===== src/rtl/cpu_pkg.sv =====
// cpu_pkg: shared CPU widths, ALUFun codes and the ID/EX control bundle.
// ID_EX_FWD_EN selects forwarding; otherwise hazards are resolved by interlock.
package cpu_pkg;
    localparam int ALUFUN_W = 6;
    localparam int REG_AW = 5;
`ifdef ID_EX_FWD_EN
    localparam logic FWD_EN = 1'b1;
`else
    localparam logic FWD_EN = 1'b0;
`endif
    localparam logic [ALUFUN_W-1:0] ALU_ADD = 6'b000000;
    localparam logic [ALUFUN_W-1:0] ALU_SUB = 6'b000001;
    localparam logic [ALUFUN_W-1:0] ALU_AND = 6'b011000;
    localparam logic [ALUFUN_W-1:0] ALU_OR  = 6'b011110;
    localparam logic [ALUFUN_W-1:0] ALU_XOR = 6'b010110;
    localparam logic [ALUFUN_W-1:0] ALU_NOR = 6'b010001;
    localparam logic [ALUFUN_W-1:0] ALU_SLL = 6'b100000;
    localparam logic [ALUFUN_W-1:0] ALU_SRL = 6'b100001;
    localparam logic [ALUFUN_W-1:0] ALU_SRA = 6'b100011;
    localparam logic [ALUFUN_W-1:0] ALU_EQ  = 6'b110011;
    localparam logic [ALUFUN_W-1:0] ALU_LT  = 6'b110101;
    typedef struct packed {
        logic                reg_write;
        logic                mem_read;
        logic                mem_write;
        logic [ALUFUN_W-1:0] alufun;
        logic                sign;
    } id_ex_ctrl_t;
endpackage


===== src/rtl/operand_fwd_mux.sv =====
// operand_fwd_mux: picks EX/MEM, then WB, then latched data for one source register.
module operand_fwd_mux #(
    parameter int   DW = 32,
    parameter int   AW = 5,
    parameter logic EN = 1'b1
) (
    input  logic [AW-1:0] addr,
    input  logic [DW-1:0] data,
    input  logic [AW-1:0] exmem_wr_addr,
    input  logic          exmem_reg_write,
    input  logic [DW-1:0] exmem_result,
    input  logic [AW-1:0] wb_wr_addr,
    input  logic          wb_reg_write,
    input  logic [DW-1:0] wb_data,
    output logic [DW-1:0] fwd
);
    always_comb
        fwd = (EN && addr != '0 && exmem_reg_write && exmem_wr_addr == addr) ? exmem_result :
              (EN && addr != '0 && wb_reg_write && wb_wr_addr == addr) ? wb_data : data;
endmodule


===== src/rtl/id_ex_stage.sv =====
// id_ex_stage: ID/EX pipeline register with operand forwarding and load-use interlock.
// ID_EX_FWD_EN enables forwarding/capture bypass; without it every in-flight writer stalls.
module id_ex_stage
    import cpu_pkg::*;
#(
    parameter int DW = 32,
    parameter int AW = REG_AW
) (
    input  logic                clk,
    input  logic                reset,
    input  logic                id_valid,
    output logic                id_ready,
    input  logic [AW-1:0]       id_rs_addr,
    input  logic [AW-1:0]       id_rt_addr,
    input  logic                id_use_rs,
    input  logic                id_use_rt,
    input  logic [DW-1:0]       id_rs_data,
    input  logic [DW-1:0]       id_rt_data,
    input  logic [DW-1:0]       id_imm,
    input  logic [4:0]          id_shamt,
    input  logic                id_alusrc1,
    input  logic                id_alusrc2,
    input  logic [ALUFUN_W-1:0] id_alufun,
    input  logic                id_sign,
    input  logic [AW-1:0]       id_wr_addr,
    input  logic                id_reg_write,
    input  logic                id_mem_read,
    input  logic                id_mem_write,
    input  logic [AW-1:0]       exmem_wr_addr,
    input  logic                exmem_reg_write,
    input  logic [DW-1:0]       exmem_result,
    input  logic [AW-1:0]       wb_wr_addr,
    input  logic                wb_reg_write,
    input  logic [DW-1:0]       wb_data,
    input  logic                ex_stall,
    input  logic                flush,
    output logic                ex_valid,
    output logic [DW-1:0]       ex_a,
    output logic [DW-1:0]       ex_b,
    output logic [ALUFUN_W-1:0] ex_alufun,
    output logic                ex_sign,
    output logic [DW-1:0]       ex_store_data,
    output logic [AW-1:0]       ex_wr_addr,
    output logic                ex_reg_write,
    output logic                ex_mem_read,
    output logic                ex_mem_write
);
    id_ex_ctrl_t   ctrl_q, ctrl_d;
    logic [AW-1:0] rs_q, rt_q;
    logic [DW-1:0] rs_data_q, rt_data_q, imm_q, fwd_rs, fwd_rt;
    logic [4:0]    shamt_q;
    logic          src1_q, src2_q, hazard, take;

    // With forwarding only a load in EX blocks; without it any pending writer does.
    function automatic logic src_hazard(input logic use_src, input logic [AW-1:0] a);
        return use_src && a != '0 && (FWD_EN ? (ex_valid && ctrl_q.mem_read && ex_wr_addr == a) :
            (ex_valid && ctrl_q.reg_write && ex_wr_addr == a) ||
            (exmem_reg_write && exmem_wr_addr == a) || (wb_reg_write && wb_wr_addr == a));
    endfunction

    function automatic logic [DW-1:0] bypass(input logic [AW-1:0] a, input logic [DW-1:0] d);
        return (FWD_EN && a != '0 && wb_reg_write && wb_wr_addr == a) ? wb_data : d;
    endfunction

    assign hazard   = src_hazard(id_use_rs, id_rs_addr) || src_hazard(id_use_rt, id_rt_addr);
    assign id_ready = !ex_stall && !hazard;
    assign take     = id_valid && id_ready && !flush;
    assign ctrl_d   = '{take && id_reg_write, take && id_mem_read, take && id_mem_write, id_alufun, id_sign};

    always_ff @(posedge clk or negedge reset) begin
        if (!reset) begin
            ex_valid   <= 1'b0;
            ctrl_q     <= '0;
            rs_q       <= '0;
            rt_q       <= '0;
            rs_data_q  <= '0;
            rt_data_q  <= '0;
            imm_q      <= '0;
            shamt_q    <= '0;
            src1_q     <= 1'b0;
            src2_q     <= 1'b0;
            ex_wr_addr <= '0;
        end else if (!ex_stall) begin
            ex_valid   <= take;
            ctrl_q     <= ctrl_d;
            rs_q       <= id_rs_addr;
            rt_q       <= id_rt_addr;
            rs_data_q  <= bypass(id_rs_addr, id_rs_data);
            rt_data_q  <= bypass(id_rt_addr, id_rt_data);
            imm_q      <= id_imm;
            shamt_q    <= id_shamt;
            src1_q     <= id_alusrc1;
            src2_q     <= id_alusrc2;
            ex_wr_addr <= id_wr_addr;
        end
    end

    operand_fwd_mux #(.DW(DW), .AW(AW), .EN(FWD_EN)) u_fwd_rs (
        .addr(rs_q), .data(rs_data_q),
        .exmem_wr_addr(exmem_wr_addr), .exmem_reg_write(exmem_reg_write), .exmem_result(exmem_result),
        .wb_wr_addr(wb_wr_addr), .wb_reg_write(wb_reg_write), .wb_data(wb_data),
        .fwd(fwd_rs)
    );

    operand_fwd_mux #(.DW(DW), .AW(AW), .EN(FWD_EN)) u_fwd_rt (
        .addr(rt_q), .data(rt_data_q),
        .exmem_wr_addr(exmem_wr_addr), .exmem_reg_write(exmem_reg_write), .exmem_result(exmem_result),
        .wb_wr_addr(wb_wr_addr), .wb_reg_write(wb_reg_write), .wb_data(wb_data),
        .fwd(fwd_rt)
    );

    assign ex_a          = src1_q ? DW'(shamt_q) : fwd_rs;
    assign ex_b          = src2_q ? imm_q : fwd_rt;
    assign ex_store_data = fwd_rt;
    assign ex_alufun     = ctrl_q.alufun;
    assign ex_sign       = ctrl_q.sign;
    assign ex_reg_write  = ctrl_q.reg_write;
    assign ex_mem_read   = ctrl_q.mem_read;
    assign ex_mem_write  = ctrl_q.mem_write;
endmodule

===== config.mk =====
export PLATFORM = sky130hd
export DESIGN_NAME = id_ex_stage
export DESIGN_NICKNAME = d
export VERILOG_FILES = /design/src/rtl/cpu_pkg.sv /design/src/rtl/operand_fwd_mux.sv /design/src/rtl/id_ex_stage.sv
export SDC_FILE = /design/constraint.sdc
export NUM_CORES = 1
export LEC_CHECK = 0
export BUFFER_PORTS_ARGS = -buffer_cell sky130_fd_sc_hd__buf_4
export CAP_MARGIN = 10
export CORE_MARGIN = 4
export CORE_UTILIZATION = 40
export CTS_CLUSTER_DIAMETER = 100
export DETAILED_ROUTE_END_ITERATION = 8
export PLACE_DENSITY_LB_ADDON = 0.3
export SETUP_SLACK_MARGIN = 0.1
export SLEW_MARGIN = 10
export SYNTH_ARGS = -nofsm -noshare
export SYNTH_HDL_FRONTEND = slang
export SYNTH_SLANG_ARGS = --single-unit

===== constraint.sdc =====
create_clock -name clk -period 1.5 [get_ports clk]
set_input_delay 0.075 -clock clk [delete_from_list [all_inputs] [get_ports clk]]
set_output_delay 0.075 -clock clk [all_outputs]
set_load 0.02 [all_outputs]

==> metrics.txt, run 1 <==
YS warnings 0; final worst-path cycle share 130.5%; pwr/cell area 1090 nW/µm²; row count 42; syn nets around 590; switching power 3.000 mW; Hold Fails Final Rpt 0; Max Slew Vio Count 0; effective utilization at floorplan 40.89%; WP buf/inv 1; Nets 1003; CP Cell Sequence xor2_1, nor4_2, nand4_1, a31oi_4, nor4b_4, buf_4; clk_skew roughly 0.0015 ns; Design Area, Final 10340 µm²; detailed-route via count between 4000 and 5000; first-pass GRT wire length 29.87 mm; vias in the first global route 5507; Worst path slowest cell dfrtp_1; final wirelength 19.41 mm; H-Tree Depth 4; fillers 764; Reg clk slew, reported paths 0.05 ns; clk sinks 119; largest net degree at the start of global routing just under 70; CP max FO 3; Total Power 11.26 mW; leakage power roughly 4.8 nW; Crit path max-delay family simple AND/OR/NAND/NOR gates; Worst Slack Setup Final -0.4579 ns; drt via density 4.876; total grt overflow 0; synthesis-to-finish area growth 90.15%; clock latency on the worst-skew pair 0.40 ns; Total Routing Usage GR 24.27%; measured slew at the worst slew-check pin 0.4559 ns; HPWL after DPL approximately 11 mm; sw frac 26.64%; Slew HR 69.60%; CTS Buf Count 17; Crit path largest cell delay approximately 0.4 ns; failing checks negative setup slack; chip width 124.6 µm; critical path arrival approximately 1.9 ns; Antenna Cells 0; GP Congestion between 0.9 and 1; status finished with violations; Yosys cell types 26; CP Class flop to output port; Cell Int Power 8.263 mW; Setup crit start kind flop; count leader, synth mux2_2; VDD IR-drop max 0.7439 mV; minimum clock period between 1.5 and 2 ns; Flop pwr share 33.4%; hold crit path type input port to flop; DR iter-0 viols between 150 and 200; die area about 16000 µm²; post-route antenna net violation count 0; Core Util, Final 77.75%; Root Buffer Master clkbuf_16; Avg WL per Cell slightly below 20 µm; register area share after synthesis 54.78%; main area contributors after synthesis dfrtp_1 (55%), mux2_2 (31%), xor2_1 (3.2%), nor2b_1 (3.1%), xnor2_1 (1.6%); most area-hungry cell type in the Yosys netlist dfrtp_1; Longest Clk Path Bufs 2; syn avg cell area 14.27 µm²; layout cells sized above 1 63.18%; Post-synth EDFFs 0; placed instance area 7747 µm²; IO buf count about 260; Combinational Power Share 28.3%; MaxCap Viol Count 0; RSZ-0062 raised after global routing true; fmax 510.8 MHz; antenna violations before repair 0; Yosys reg bits 119; core area 13300 µm²; share of the synthesized area in the top cell type 54.78%; top_reg_cell synth dfrtp_1; Pre-Repair DR Iteration Count 4; DRC violations left 0; Clock power frac 38.2%; ys async rst share 100.0%; Post-Syn Instances 381; Post-Syn Area 5436 µm²; CP Capture Type output port; Final Setup Violations 38; CP required 1.42 ns; I/O pin count 324; chip height roughly 120 µm; CTS tree done; Synth top cells by count mux2_2 (152), dfrtp_1 (119), nor2b_1 (27)
-- through the flow --
stage	hold slack (ns)	setup TNS (ns)	setup slack (ns)	cells
final	0.1194	-5.591	-0.4579	980
after floorplan	-0.2206	-0.04915	-0.01087	381
after CTS	0.09736	-5.958	-0.4874	979
after global placement	0.04346	-0.6807	-0.1463	814
after detailed placement	0.04850	-0.8022	-0.1789	814
after global routing	0.1267	-7.763	-0.5756	980
-- final cells by class --
type / count / area, µm² / share of cell area, %
clock buffer: 22 / 474.2 / 4.587
clock inverter: 9 / 147.6 / 1.428
inverter: 3 / 11.26 / 0.1089
multi-input combinational: 239 / 2646 / 25.60
sequential: 119 / 2983 / 28.86
tap: 176 / 220.2 / 2.130
timing repair buffer: 412 / 3855 / 37.29
-- power groups by stage --
stage	registers [mW]	clock network, mW	logic (mW)
2_1_floorplan	3.88	0	1.06
3_3_place_gp	3.76	0	2.32
3_5_place_dp	3.79	0	2.36
4_1_cts	3.73	4.34	2.96
5_1_grt	3.80	4.53	3.36
6_report	3.76	4.31	3.19
-- final timing paths --
kind | from | end | slack [ns] | depth (start not counted)
worst max-delay path | ex_wr_addr[0] | id_ready | -0.46 | 6
worst max register to register | ex_wr_addr[0] | ex_reg_write | -0.29 | 8
max in group asynchronous | reset | ex_wr_addr[2] | 0.64 | 3
worst min register to register | rs_data_q[15] | rs_data_q[15] | 0.50 | 1
min in group asynchronous | reset | rs_data_q[10] | 0.20 | 2
worst min-delay path | id_valid | ex_valid | 0.12 | 4
-- routing by layer --
metal / wire length (µm) / GRT usage (%) / vias to the layer above
li1: - / - / 2168
met1: 7092 / 26.90 / 2333
met2: 10520 / 43.89 / 223
met3: 1104 / 6.518 / 54
met4: 695 / 9.865 / 0
met5: 0 / 0 / -
-- what timing repair did --
action                     in CTS  in global routing
pin swaps                       4                  0
hold buffers                  120                  0
setup endpoints to repair      69                 69
setup buffers                   8                  2
cloned                          6                  0
hold endpoints to repair      148                  0
gates resized for setup        72                 74
-- registers in the layout (all words and copies together), names as in the netlist, 5 cells and up --
name and cells:
imm_q 32, rs_data_q 32, shamt_q 5, ex_alufun 6
rt_data_q 32, ex_wr_addr 5
-- worst reg2reg max path: cells and delay by family, from the launching register on --
kind / cells / cell delay (ns)
simple gates: 2 / 0.46
compound gates: 2 / 0.28
flops: 1 / 0.41
xor+xnor: 1 / 0.17
buf+inv: 3 / 0.34
-- cell families (layout without fill, tap and decap cells) --
family          Yosys count  in the layout  share of synthesized area [%]
flops                   119            119                          54.78
mux                     152            152                          31.48
buf+inv                  23            446                          1.772
xor+xnor                 30             30                          4.833
compound gates            9              9                          1.404
simple gates             48             48                          5.731
-- cell usage in the layout, fill, tap and decap left out, drive strengths merged --
cell | Yosys | layout
nor3b | 1 | 1
a32oi | 1 | 1
nor4b | 1 | 1
nor4 | 5 | 5
nor2 | 1 | 1
o31ai | 3 | 3
nand2 | 5 | 5
mux2 | 152 | 152
clkinvlp | 0 | 1
nand4 | 2 | 2
clkbuf | 9 | 22
nor2b | 27 | 27
o21ai | 3 | 3
a31oi | 1 | 1
xor2 | 20 | 20
clkinv | 0 | 4
o211ai | 1 | 1
dlygate4sd3 | 0 | 120
or4 | 2 | 2
bufinv | 0 | 4
or3 | 1 | 1
xnor2 | 10 | 10
and3 | 1 | 1
buf | 11 | 292
nand3 | 2 | 2
inv | 3 | 3
dfrtp | 119 | 119
No activity file was read; power rests on OpenSTA's default activity.
==> run 2, diff against run 1 <==
--- a/config.mk
+++ b/config.mk
@@ -7,10 +7,10 @@
 export LEC_CHECK = 0
 export BUFFER_PORTS_ARGS = -buffer_cell sky130_fd_sc_hd__buf_4
 export CAP_MARGIN = 10
-export CORE_MARGIN = 4
-export CORE_UTILIZATION = 40
+export CORE_AREA = 4 4 123 125
 export CTS_CLUSTER_DIAMETER = 100
 export DETAILED_ROUTE_END_ITERATION = 8
+export DIE_AREA = 0 0 127 129
 export PLACE_DENSITY_LB_ADDON = 0.3
 export SETUP_SLACK_MARGIN = 0.1
 export SLEW_MARGIN = 10
==> constraint.sdc (replaced) <==
create_clock -name clk -period 2.3 [get_ports clk]
set_input_delay 0.115 -clock clk [delete_from_list [all_inputs] [get_ports clk]]
set_output_delay 0.115 -clock clk [all_outputs]
set_load 0.02 [all_outputs]
==> metrics.txt, run 2 (same netlist as run 1, synthesis figures left out) <==
GP Congestion about 0.9; RSZ-0062 raised after global routing false; largest net degree at the start of global routing 53; Hold Fails Final Rpt 0; vias in the first global route 5301; status completed; hold crit path type input port to flop; CP max FO 4; chip height 129 µm; Total Routing Usage GR 20.50%; measured slew at the worst slew-check pin 0.6132 ns; final worst-path cycle share 90.85%; fmax 478.6 MHz; total negative setup slack 0 ns; fillers 952; Final Setup Violations 0; hold slack 0.04840 ns; Max Slew Vio Count 0; Pre-Repair DR Iteration Count 4; MaxCap Viol Count 0; critical path arrival 1.97 ns; minimum clock period around 2.1 ns; final wirelength roughly 17 mm; hold path start flush; Worst Slack Setup Final 0.2105 ns; clock latency on the worst-skew pair 0.40 ns; die area roughly 16000 µm²; placed insts 808; Root Buffer Master clkbuf_16; row count 43; most common cell after layout, fill and taps aside buf_4; fin cells 960; pwr/cell area 732.3 nW/µm²; reg2reg setup slack 0.63 ns; H-Tree Depth 4; Cells on Worst Hold Path 4; drt via density approximately 4.7; Crit path max-delay family simple AND/OR/NAND/NOR gates; IO buf count roughly 260; DRC violations left 0; WP buf/inv 1; CP Class flop to output port; clk sinks 119; Reg clk slew, reported paths 0.05 ns; post-route antenna net violation count 0; Worst Hold End ex_mem_write; Antenna Cells 0; CTS tree done; placed instance area around 7600 µm²; Crit path largest cell delay ~0.42 ns; CTS Buf Count 17; total grt overflow 0; clk_skew around 0.0033 ns; most frequent cells in the layout buf_4 (266), mux2_2 (152), dfrtp_1 (119), dlygate4sd3_1 (119), nor2b_1 (27); CP Cell Sequence xor2_1, nor4_1, nand4_1, a31oi_4, nor4b_2, buf_4; antenna violations before repair 0; chip width 127 µm; Design Area, Final 9452 µm²; first-pass GRT wire length 26.54 mm; Avg WL per Cell 17.31 µm; leakage power 4.336 nW; Worst path depth 6; Longest Clk Path Bufs 2; core area 13880 µm²; synthesis-to-finish area growth 73.85%; Worst path slowest cell dfrtp_1; effective utilization at floorplan 39.17%; Slew HR 59.12%; HPWL after DPL 10.95 mm; Nets 978; VDD IR-drop max between 0.5 and 0.6 mV; layout cells sized above 1 58.72%; CP Capture Type output port; Crit Reg-Reg Endpoint ex_reg_write; I/O pin count 324; detailed-route via count 4546; r2r startpoint ex_wr_addr[2]; Setup crit start kind flop; top flop regs imm_q: 32 flops, rs_data_q: 32 flops, rt_data_q: 32 flops; reg2reg path depth 6; DR iter-0 viols 153; worst slack at placement 0.4896 ns; CP required ~2.2 ns
==> run 2: changes by cell type in the layout (fill, tap and decap cells not counted), moves of 5 or more <==
cell | before | now
nor2b_1 | 6 | 27
buf_12 | 10 | 2
buf_16 | 5 | 0
buf_6 | 61 | 0
buf_4 | 215 | 266
mux2_4 | 22 | 0
nor2b_4 | 21 | 0
mux2_2 | 130 | 152
==> run 2: layout make-up <==
cell class	instances	area [µm²]	area share (%)
Clock inverter	12	175.2	1.853
Clock buffer	20	456.7	4.832
Inverter	3	11.26	0.1191
Sequential cell	119	2978	31.51
Timing Repair Buffer	387	3228	34.15
Tap cell	180	225.2	2.383
Multi-Input combinational cell	239	2377	25.15
==> run 2: worst max path at each step <==
stage               slack, ns  endpoint           from
floorplan                0.64  id_ready  ex_wr_addr[2]
global placement         0.52  id_ready  ex_wr_addr[3]
detailed placement       0.49  id_ready  ex_wr_addr[3]
CTS                      0.14  id_ready  ex_wr_addr[3]
global route              0.1  id_ready  ex_wr_addr[3]
finish                   0.21  id_ready  ex_wr_addr[2]
==> run 2: stage by stage <==
step           total power, mW  utilization (%)
3_5_place_dp             3.969            54.80
4_1_cts                  6.972            67.97
2_1_floorplan            3.217                -
6_report                 6.922            68.09
3_3_place_gp             3.931            54.80
5_1_grt                  7.215            68.09
==> run 2: layer usage <==
| metal | vias to the layer above | global-route usage (%) | part of all wire [%] | routed length [µm] |
|---|---|---|---|---|
| met5 | - | 0 | 0 | 0 |
| met4 | 0 | 8.139 | 2.4 | 404 |
| met3 | 33 | 7.804 | 9.3 | 1551 |
| met2 | 204 | 35.99 | 50 | 8296 |
| met1 | 2192 | 22.47 | 38 | 6362 |
| li1 | 2117 | - | - | - |
==> run 2: timing repair <==
item,4_1_cts,5_1_grt
buffers inserted,0,1
hold buffers,119,0
endpoints found under the hold margin,160,0
cloned,0,0
gates resized for setup,1,1
endpoints found under the setup margin,1,1
pin swaps,0,1
==> run 2: where the power goes <==
part | internal [mW] | switching [mW] | total (mW) | leakage, nW
combinational | 0.915 | 0.759 | 1.67 | 2.64
clock | 1.87 | 0.939 | 2.81 | 0.302
sequential | 2.30 | 0.138 | 2.44 | 1.40
total | 5.09 | 1.84 | 6.92 | 4.34
==> run 2: worst reg2reg max path, stage by stage, from the launching register on <==
cell and delay [ns]:
dfrtp_1 0.42, xor2_1 0.16, nor4_1 0.30, nand4_1 0.20, a31oi_4 0.23, buf_4 0.16, o31ai_1 0.08
==> run 3, diff against run 2 <==
--- a/config.mk
+++ b/config.mk
@@ -7,13 +7,14 @@
 export LEC_CHECK = 0
 export BUFFER_PORTS_ARGS = -buffer_cell sky130_fd_sc_hd__buf_4
 export CAP_MARGIN = 10
-export CORE_AREA = 4 4 123 125
+export CORE_AREA = 4 4 124 126
 export CTS_CLUSTER_DIAMETER = 100
 export DETAILED_ROUTE_END_ITERATION = 8
-export DIE_AREA = 0 0 127 129
+export DIE_AREA = 0 0 128 130
 export PLACE_DENSITY_LB_ADDON = 0.3
 export SETUP_SLACK_MARGIN = 0.1
 export SLEW_MARGIN = 10
 export SYNTH_ARGS = -nofsm -noshare
 export SYNTH_HDL_FRONTEND = slang
+export SYNTH_HIERARCHICAL = 1
 export SYNTH_SLANG_ARGS = --single-unit
==> metrics.txt, run 3 <==
reg2reg path depth 6; Root Buffer Master clkbuf_16; chip height 130 µm; Worst Hold End ex_valid; most common cell after layout, fill and taps aside buf_4; Clock power frac 38.8%; Crit Reg-Reg Endpoint ex_reg_write; CTS Buf Count 17; DR iter-0 viols around 160; fin cells 961; placed instance area 7616 µm²; I/O pin count around 320; reg2reg setup slack 0.65 ns; Total Power between 6 and 7 mW; IO buf count 259; vias in the first global route 5034; top flop regs imm_q: 32 flops, rs_data_q: 32 flops, rt_data_q: 32 flops; clk_skew 0.003776 ns; Slew HR 56.72%; total grt overflow 0; Post-Syn Area between 5000 and 6000 µm²; antenna violations before repair 0; sw frac around a quarter; Final Setup Violations 0; syn nets 658; WP buf/inv 1; status completed; leakage power 4.324 nW; Post-Syn Instances 447; final wirelength 16.74 mm; hold crit path type input port to flop; Total Routing Usage GR 20.10%; total negative setup slack 0 ns; Crit path max-delay family simple AND/OR/NAND/NOR gates; Hold Fails Final Rpt 0; VDD IR-drop max 0.5431 mV; CP Cell Sequence xor2_1, nor4_1, nand4_1, a31oi_2, nor4b_2, buf_4; final worst-path cycle share 89.56%; Setup crit start kind flop; most frequent cells in the layout buf_4 (263), mux2_2 (152), dfrtp_1 (119), dlygate4sd3_1 (119), nor2b_1 (27); drt via density 4.739; minimum clock period between 2 and 2.5 ns; DRC violations left 0; first-pass GRT wire length between 20 and 30 mm; Nets 976; CP max FO 4; effective utilization at floorplan 41.40%; Post-CTS Setup Repair Bufs 0; Crit path largest cell delay 0.42 ns; synthesis-to-finish area growth 58.64%; Worst Slack Setup Final 0.2401 ns; hold slack ~0.058 ns; chip width approximately 130 µm; Worst path slowest cell dfrtp_1; row count 44; Reg clk slew, reported paths around 0.050 ns; Avg WL per Cell ~17 µm; critical path arrival 1.94 ns; die area 16640 µm²; Combinational Power Share 24.8%; layout cells sized above 1 between 50% and 60%; clk sinks 119; CP required 2.18 ns; Flop pwr share 36.4%; detailed-route via count 4554; Antenna Cells 0; placed insts 811; Max Slew Vio Count 0; Pre-Repair DR Iteration Count 4; switching power 1.779 mW; H-Tree Depth 4; CP Class flop to output port; GP Congestion 0.8775; largest net degree at the start of global routing 120; syn avg cell area 13.26 µm²; YS warnings 6; pwr/cell area around 710 nW/µm²; Core Util, Final 65.67%; core area 14310 µm²; r2r startpoint ex_wr_addr[3]; CP Capture Type output port; HPWL after DPL 10.94 mm; fmax about 490 MHz; post-route antenna net violation count 0; Longest Clk Path Bufs 2; RSZ-0062 raised after global routing false; hold path start flush; CTS tree done; Cell Int Power slightly below 5 mW; worst slack at placement approximately 0.58 ns; measured slew at the worst slew-check pin 0.6492 ns; Cells on Worst Hold Path 4; Design Area, Final 9400 µm²; clock latency on the worst-skew pair ~0.40 ns; MaxCap Viol Count 0
==> run 3: layer usage <==
| metal | vias up | wire length, µm | global-route usage (%) |
|---|---|---|---|
| met5 | - | 0 | 0 |
| met4 | 0 | 401 | 6.804 |
| met3 | 25 | 1481 | 8.064 |
| met2 | 198 | 8443 | 34.07 |
| met1 | 2220 | 6409 | 23.30 |
| li1 | 2111 | - | - |
==> run 3: cell type report <==
| class | instances | area, µm² |
|---|---|---|
| Clock buffer | 21 | 450.4 |
| Fill cell | 1045 | 4913 |
| Clock inverter | 10 | 128.9 |
| Timing Repair Buffer | 385 | 3226 |
| Multi-Input combinational cell | 239 | 2376 |
| Tap cell | 184 | 230.2 |
| Sequential cell | 119 | 2978 |
| Inverter | 3 | 11.26 |
==> run 3: power groups by stage <==
stage / Sequential, mW / Clock (mW) / Combinational [mW]
after floorplan: 2.45 / 0 / 0.926
after global placement: 2.46 / 0 / 1.48
after detailed placement: 2.47 / 0 / 1.49
after CTS: 2.44 / 2.67 / 1.67
after global routing: 2.47 / 2.77 / 1.78
final: 2.44 / 2.60 / 1.67
==> run 3: repair_timing <==
item | 4_1_cts | 5_1_grt
gates resized for setup | 0 | 2
endpoints found under the hold margin | 237 | 0
endpoints found under the setup margin | 0 | 1
hold buffers | 119 | 0
==> run 3: how the worst max path moves through the flow <==
stage | startpoint | to | slack, ns | cells past startpoint
after CTS | ex_wr_addr[3] | id_ready | 0.14 | 6
final | ex_wr_addr[3] | id_ready | 0.24 | 6
after detailed placement | ex_wr_addr[3] | ex_valid | 0.58 | 6
after global placement | ex_wr_addr[3] | ex_mem_write | 0.60 | 6
after floorplan | ex_wr_addr[3] | id_ready | 0.64 | 5
after global routing | ex_wr_addr[3] | id_ready | 0.10 | 6
==> run 3: tightest hold or removal path, cell delays in order <==
cell and delay, ns:
buf_4 0.09, nor3b_4 0.04, o211ai_2 0.09, o21ai_1 0.07
